## config.mk

```make
export PLATFORM = sky130hd
export DESIGN_NAME = gpio_ctrl
export DESIGN_NICKNAME = d
export VERILOG_FILES = /design/src/rtl/gpio_pkg.sv /design/src/rtl/gpio_sync.sv /design/src/rtl/gpio_ctrl.sv
export SDC_FILE = /design/constraint.sdc
export NUM_CORES = 1
export LEC_CHECK = 0
export CORE_MARGIN = 2
export CORE_UTILIZATION = 50
export DETAILED_ROUTE_END_ITERATION = 8
export GPL_ROUTABILITY_DRIVEN = 0
export PLACE_DENSITY = 0.76
export SLEW_MARGIN = 20
export SYNTH_ARGS = -nofsm -noshare
export SYNTH_HDL_FRONTEND = slang
export SYNTH_SLANG_ARGS = --single-unit
```

## constraint.sdc

```tcl
create_clock -name clk -period 1.65 [get_ports clk]
set_input_delay 0.33 -clock clk [delete_from_list [all_inputs] [get_ports clk]]
set_output_delay 0.33 -clock clk [all_outputs]
set_load 0.01 [all_outputs]
```

## src/rtl/gpio_pkg.sv

```systemverilog
`default_nettype none
// ============================================================================
// Module      : gpio_pkg
// Description : Shared constants for the GPIO controller register map.
// Revision    : 1.0 - initial release
// ============================================================================
package gpio_pkg;

    // Word-register indices on the core bus
    localparam logic [3:0] c_reg_out     = 4'd0;
    localparam logic [3:0] c_reg_dir     = 4'd1;
    localparam logic [3:0] c_reg_in      = 4'd2;
    localparam logic [3:0] c_reg_set     = 4'd3;
    localparam logic [3:0] c_reg_clr     = 4'd4;
    localparam logic [3:0] c_reg_tgl     = 4'd5;
    localparam logic [3:0] c_reg_rise_en = 4'd6;
    localparam logic [3:0] c_reg_fall_en = 4'd7;
    localparam logic [3:0] c_reg_pend    = 4'd8;

    // Number of implemented indices; everything at or above is reserved
    localparam int unsigned c_reg_count = 9;

    // Core bus data width
    localparam int unsigned c_bus_w = 32;

endpackage
`default_nettype wire

```

## src/rtl/gpio_sync.sv

```systemverilog
`default_nettype none
// ============================================================================
// Module      : gpio_sync
// Description : Two-flop pad synchronizer followed by a one-cycle delayed
//               copy for rise/fall edge detection.
// Revision    : 1.0 - initial release
// ============================================================================
module gpio_sync #(
    parameter int WIDTH = 16
) (
    input  logic             clk,
    input  logic             rstn,
    input  logic [WIDTH-1:0] pad,
    output logic [WIDTH-1:0] sync,
    output logic [WIDTH-1:0] rise,
    output logic [WIDTH-1:0] fall
);

    logic [WIDTH-1:0] r_meta;
    logic [WIDTH-1:0] r_sync;
    logic [WIDTH-1:0] r_prev;

    // Metastability chain plus previous-value register for edge compare
    always_ff @(posedge clk or negedge rstn) begin
        if (!rstn) begin
            r_meta <= '0;
            r_sync <= '0;
            r_prev <= '0;
        end else begin
            r_meta <= pad;
            r_sync <= r_meta;
            r_prev <= r_sync;
        end
    end

    assign sync = r_sync;
    assign rise = r_sync & ~r_prev;
    assign fall = ~r_sync & r_prev;

endmodule
`default_nettype wire

```

## src/rtl/gpio_ctrl.sv

```systemverilog
`default_nettype none
// ============================================================================
// Module      : gpio_ctrl
// Description : Bus-mapped GPIO controller: output/direction registers,
//               set/clear/toggle aliases, synchronized inputs and
//               per-bit edge interrupts with W1C pending register.
// Revision    : 1.0 - initial release
// ============================================================================
module gpio_ctrl
    import gpio_pkg::*;
#(
    parameter int WIDTH = 16
) (
    input  logic                 clk,
    input  logic                 rstn,
    input  logic                 bus_req,
    input  logic                 bus_we,
    input  logic [3:0]           bus_addr,
    input  logic [c_bus_w-1:0]   bus_wdata,
    output logic [c_bus_w-1:0]   bus_rdata,
    output logic                 bus_ack,
    input  logic [WIDTH-1:0]     gpio_in,
    output logic [WIDTH-1:0]     gpio_out,
    output logic [WIDTH-1:0]     gpio_en,
    output logic                 irq
);

    logic [WIDTH-1:0]   r_out;
    logic [WIDTH-1:0]   r_dir;
    logic [WIDTH-1:0]   r_rise_en;
    logic [WIDTH-1:0]   r_fall_en;
    logic [WIDTH-1:0]   r_pend;
    logic               r_ack;
    logic [c_bus_w-1:0] r_rdata;

    logic [WIDTH-1:0]   w_in;
    logic [WIDTH-1:0]   w_rise;
    logic [WIDTH-1:0]   w_fall;
    logic [WIDTH-1:0]   w_wdata;
    logic               w_wr;
    logic               w_rd;
    logic [WIDTH-1:0]   w_rd_val;
    logic [c_bus_w-1:0] w_rd_word;
    logic [WIDTH-1:0]   w_pend_set;
    logic [WIDTH-1:0]   w_pend_clr;

    gpio_sync #(
        .WIDTH (WIDTH)
    ) u_sync (
        .clk  (clk),
        .rstn (rstn),
        .pad  (gpio_in),
        .sync (w_in),
        .rise (w_rise),
        .fall (w_fall)
    );

    assign w_wdata = bus_wdata[WIDTH-1:0];
    assign w_wr    = bus_req &  bus_we;
    assign w_rd    = bus_req & ~bus_we;

    // Upper write-data bits beyond WIDTH carry no meaning
    generate
        if (WIDTH < c_bus_w) begin : g_wdata_hi
            logic w_unused_wdata;
            assign w_unused_wdata = ^bus_wdata[c_bus_w-1:WIDTH];
        end
    endgenerate

    // Read mux; write-only and reserved indices return zero
    always_comb begin
        w_rd_val = '0;
        if (32'(bus_addr) < c_reg_count) begin
            case (bus_addr)
                c_reg_out:     w_rd_val = r_out;
                c_reg_dir:     w_rd_val = r_dir;
                c_reg_in:      w_rd_val = w_in;
                c_reg_rise_en: w_rd_val = r_rise_en;
                c_reg_fall_en: w_rd_val = r_fall_en;
                c_reg_pend:    w_rd_val = r_pend;
                default:       w_rd_val = '0;
            endcase
        end
    end

    // Zero-extend the selected register onto the bus width
    always_comb begin
        w_rd_word              = '0;
        w_rd_word[WIDTH-1:0]   = w_rd_val;
    end

    // Pending set/clear terms; a fresh edge overrides a same-cycle W1C
    always_comb begin
        w_pend_set = (w_rise & r_rise_en) | (w_fall & r_fall_en);
        w_pend_clr = '0;
        if (w_wr && bus_addr == c_reg_pend) begin
            w_pend_clr = w_wdata;
        end
    end

    // Bus response: ack every request one cycle later, data only for reads
    always_ff @(posedge clk or negedge rstn) begin
        if (!rstn) begin
            r_ack   <= 1'b0;
            r_rdata <= '0;
        end else begin
            r_ack   <= bus_req;
            r_rdata <= w_rd ? w_rd_word : '0;
        end
    end

    // Writable control registers including SET/CLR/TGL aliases onto OUT
    always_ff @(posedge clk or negedge rstn) begin
        if (!rstn) begin
            r_out     <= '0;
            r_dir     <= '0;
            r_rise_en <= '0;
            r_fall_en <= '0;
        end else if (w_wr) begin
            case (bus_addr)
                c_reg_out:     r_out     <= w_wdata;
                c_reg_dir:     r_dir     <= w_wdata;
                c_reg_set:     r_out     <= r_out | w_wdata;
                c_reg_clr:     r_out     <= r_out & ~w_wdata;
                c_reg_tgl:     r_out     <= r_out ^ w_wdata;
                c_reg_rise_en: r_rise_en <= w_wdata;
                c_reg_fall_en: r_fall_en <= w_wdata;
                default:       ;
            endcase
        end
    end

    // Interrupt pending register
    always_ff @(posedge clk or negedge rstn) begin
        if (!rstn) begin
            r_pend <= '0;
        end else begin
            r_pend <= (r_pend & ~w_pend_clr) | w_pend_set;
        end
    end

    assign bus_ack   = r_ack;
    assign bus_rdata = r_rdata;
    assign gpio_out  = r_out;
    assign gpio_en   = r_dir;
    assign irq       = |r_pend;

endmodule
`default_nettype wire

```

Yosys cells after proc, flatten, opt, wreduce, memory -nomap -nowiden
Cells that the tools add are included.

storage, ports and cells
  input port bits = 56
  output and inout port bits = 66
  memories kept = 0
  flip-flop bits (word level) = 145
  bits in read-only memories = 0
  bits in writable memories = 0
  bits in latches = 0

operators by class
  add/sub/neg operators = 0
  $lt $le $gt $ge = 1
  mux-type cells = 5
  reduce and logical (&&, ||, !) cells = 8
  bitwise logic cells = 17
  divide/modulo/power cells = 0
  shifts and indexed selects = 0
  $mul = 0
  eq/ne operators = 8

operators with widths
  cell                  count
  $and A16 B16 Y16      6
  $pmux W16 S6          1
  $not A16 Y16          4
  $pmux W16 S4          1
  $mux W16              3
  $or A16 B16 Y16       3
  $eq A4 B3 Y1 const B  4
  $reduce_or A16 Y1     1
  $xor A16 B16 Y16      1
  $eq A4 B2 Y1 const B  2
  $reduce_and A2 Y1     4
  $eq A4 B1 Y1 const B  1
  $eq A4 B4 Y1 const B  1
  $logic_not A4 Y1      1
  $lt A4 B4 Y1 const B  1
  $reduce_bool A4 Y1    1
  $and A1 B1 Y1         2
  $logic_and A1 B1 Y1   1
  $not A1 Y1            1

Longest topological paths before layout
  depth in word-level cells = 6
  depth in mapped cells = 7
  mapped depth without buffers = 6

By module
Synthesis repeated with hierarchy kept, for this count alone.

unflattened totals
  cell total of the unflattened synthesis = 604
  area, all modules = 7278.2 um2

by module, submodules not included
  module     times used  area each (um2)  sequential area each (um2)  cells an instance
  gpio_ctrl  1           5796.8           2427.3                      524
  gpio_sync  1           1481.4           1201.2                      80

Worst setup path after synthesis
OpenSTA, ideal clock, no wires.

  path kind = in2reg
  start point = input port bus_addr[3]
  end point = register r_rise_en[10]
  setup time = 0.125 ns
  slack = -0.194 ns
  stages on the path = 5
  arrival time = 1.719 ns
  cell sequence = buf_2 -> or3_4 -> nor3b_4 -> buf_6 -> mux2_2

on the way
  cells in the longest elaborated chain, start to end = 2

RTL lines
  what                         RTL line          source
  start: declaration           gpio_ctrl.sv:18   input logic [3:0] bus_addr,
  $eq A4 B3 Y1                 gpio_ctrl.sv:120  case (bus_addr)
  $reduce_and A2 Y1 (no line)  -
  end signal: assignment       gpio_ctrl.sv:126  c_reg_rise_en: r_rise_en <= w_wdata;
  end: declaration             gpio_ctrl.sv:30   logic [WIDTH-1:0] r_rise_en;

No other way between the ends.
A chain may end at the register's enable or synchronous reset.

Worst setup path in the final report
  start point = register r_pend[3]
  end point = output port irq

on the way
  cells in the longest elaborated chain, start to end = 1

RTL lines
  what                      RTL line          source
  start: declaration        gpio_ctrl.sv:32   logic [WIDTH-1:0] r_pend;
  start signal: assignment  gpio_ctrl.sv:138  r_pend <= (r_pend & ~w_pend_clr) | w_pend_set;
  $reduce_or A16 Y1         gpio_ctrl.sv:146  assign irq = |r_pend;
  end: declaration          gpio_ctrl.sv:25   output logic irq

No other way between the ends.

==> flow_summary.toml <==
[clocking]
clkLatencyLatePin_ps = 430
numCtsBuffers = 17
path_clk_slew_ps = 60
clkSinkCount = 145
htreeDepth = 4
cts_tree = "yes"
root_buffer = "clkbuf_16"
max-clock-path-buffers = 2

[cells_and_area]
area_delta_synth_final_pct = 38.1
ff_latch_area_um2 = 3630
final_cells = 1000
final_common_cell = "dfrtp_1"
nets = 895
postLayoutCellArea_um2 = 9610
num_antenna_cells = 0
layout_common_cells = "143 x dfrtp_1, 111 x buf_4, 42 x nand2_1"
drive_gt1_share_pct = 27.3
nFillCells = 959
multiInputGateArea_um2 = 3090

[die]
die_y_um = 122
core_um2 = 13700
rows = 43
initial_core_util_pct = 50.7
pin_count = 122
die_area_um2 = 14900
die_x_um = 122

[min_path]
holdPathEnd = "bus_ack"
hp-class = "in -> reg"
min_from = "bus_req"
min_path_cells = 2

[setup_path]
cp.required_ps = 1320
crit_fanout = 2
path_class = "reg -> out"
startpoint_type = "register"
slowest_delay_ps = 460
rrSetupSlack_ps = 190
timing.rr.start = "gpio_out[8]"
endpoint_kind = "output pin"
cp.arrival_ps = 1550
crit_slowest_cell = "dfrtp_1"
path_cells = "nor4_4, nand4_1, buf_2"
regToRegEndpoint = "gpio_out[8]"
r2r_cells = 6

[global_route]
grt_pass1_vias = 5948
grtUsageTotal_pct = 29.1
grt_max_degree = 48
grt_pass1_wl_um = 32500
grt_antenna_before_repair = 1
grt-ovfl-total = 0

[placement]
placedCellCount = 955
pre_cts_ws_ps = -698
placed_cell_area_um2 = 8790
io_buffers = 89
dp_hpwl_um = 14000

[route]
wire_per_inst_um = 20.5
viasPerCell = 5.79
first_iter_violations = 600
drt_first_pass_iters = 5
via_count = 5790
ant_nets = 0
wirelength_um = 20500
remaining_drc_errors = 0

[logic_synthesis]
synth-async-reset-ratio_pct = 100
synthCells = 611
ys_ff_latch = 145
avgSynthCellArea_um2 = 11.4
seq_area_frac_synth_pct = 52.1
synth_edf_count = 0
yosysUniqueCellTypes = 39
syn_area_um2 = 6960
synth_warnings = 0
synth_flop_cell = "dfrtp_1"

[sta]
fin_skew_ps = 5.00
setup_viol = 1
timing.final.crit_period_ps = 1880
rsz0062_at_grt = "yes"
fin_crit_sh_pct = 114
drv_slew = 0
hold_viol = 0
fin_ws_ps = -233
max_freq_mhz = 531

[status]
status = "finished, violations left"
violations = "setup timing"

[power]
total_power_w = 0.0111
powerDensity_nw_per_um2 = 1150
ir_drop_uv = 776
power_leakage_nw = 4.68

[job]
max_cap_viol_count = 0
## metal layers
metal	global-route usage, %	routed length (um)	up-vias
met3	6.41	1530	62
li1	-	-	2553
met5	0	7	-
met4	13.1	688	2
met2	46.0	9950	289
met1	38.4	8290	2884
## cell usage after synthesis, types with 5 or more instances
| library cell | count | area, um^2 |
|---|---|---|
| dfrtp_1 | 145 | 3630 |
| nand2_1 | 43 | 161 |
| mux2_2 | 42 | 473 |
| inv_1 | 34 | 128 |
| ha_1 | 32 | 400 |
| mux2i_1 | 32 | 320 |
| a22oi_1 | 28 | 210 |
| a21oi_1 | 22 | 110 |
| o21ai_0 | 22 | 110 |
| buf_4 | 18 | 135 |
| clkbuf_1 | 18 | 67.6 |
| nand3b_1 | 16 | 120 |
| nor2_1 | 16 | 60.1 |
| o211ai_1 | 16 | 120 |
| o21a_1 | 16 | 120 |
| o22ai_1 | 16 | 100 |
| nor3_1 | 13 | 65.1 |
| nand2b_1 | 11 | 68.8 |
| o21ai_2 | 11 | 96.3 |
| a22o_1 | 10 | 87.6 |
| a21o_1 | 6 | 45.0 |
| o32ai_1 | 6 | 52.6 |
| buf_2 | 5 | 25.0 |
## how the worst max path moves through the flow
stage | end | depth (start not counted) | slack, ps | from
after floorplan | r_rise_en[10] | 5 | -150 | bus_addr[3]
after global placement | r_rise_en[4] | 6 | -640 | bus_addr[2]
after detailed placement | r_pend[2] | 6 | -700 | bus_addr[2]
after CTS | irq | 4 | -240 | r_pend[8]
after global routing | irq | 4 | -330 | r_pend[7]
final | irq | 3 | -230 | r_pend[3]
## registers in the layout (all words and copies together), names as in the netlist
signal         count
bus_rdata         16
r_pend            16
r_rise_en         16
bus_ack            1
u_sync.sync       16
gpio_en           16
gpio_out          16
u_sync.r_prev     16
r_fall_en         16
u_sync.r_meta     16
## final cells by class
| type | count | share of cell area, % |
|---|---|---|
| Multi-Input combinational cell | 399 | 32.2 |
| Sequential cell | 145 | 37.8 |
| Clock inverter | 10 | 2.11 |
| Inverter | 34 | 1.33 |
| Timing Repair Buffer | 210 | 19.2 |
| Clock buffer | 22 | 5.04 |
| Tap cell | 180 | 2.34 |
## power breakdown
group | internal, W | switching, W
Clock | 0.00299 | 0.00149
Combinational | 0.00112 | 0.00104
Sequential | 0.00401 | 0.000418
Total | 0.00812 | 0.00294
## critical path: cells and delay by family, from the launching register on
kind	cells	cell delay, ps
buffers and inverters	1	170
flip-flops	1	460
AND/OR/NAND/NOR	2	490
## logic make-up after synthesis
group                      synth area share [%]
buffers and inverters                      5.97
adders and majority gates                  5.75
other                                    0.0539
muxes                                      11.4
AOI/OAI and AO/OA                          15.1
DFF                                        52.1
and+or+nand+nor                            9.55
## per-stage QoR
stage               TNS [ps]  hold WS (ps)  utilization, %
global route            -356           290            70.0
CTS                     -239           282            69.7
global placement      -51930           299            64.1
finish                  -233           269            70.0
detailed placement    -55700           305            64.1
floorplan              -2880          34.4               -
## what timing repair did
item,CTS,global route
pin swaps,6,5
hold endpoints to repair,43,0
gates resized for setup,60,13
buffers inserted,10,1
setup endpoints to repair,118,19
cloned,1,0
hold buffers,1,0
(Power assumes the default switching activity.)
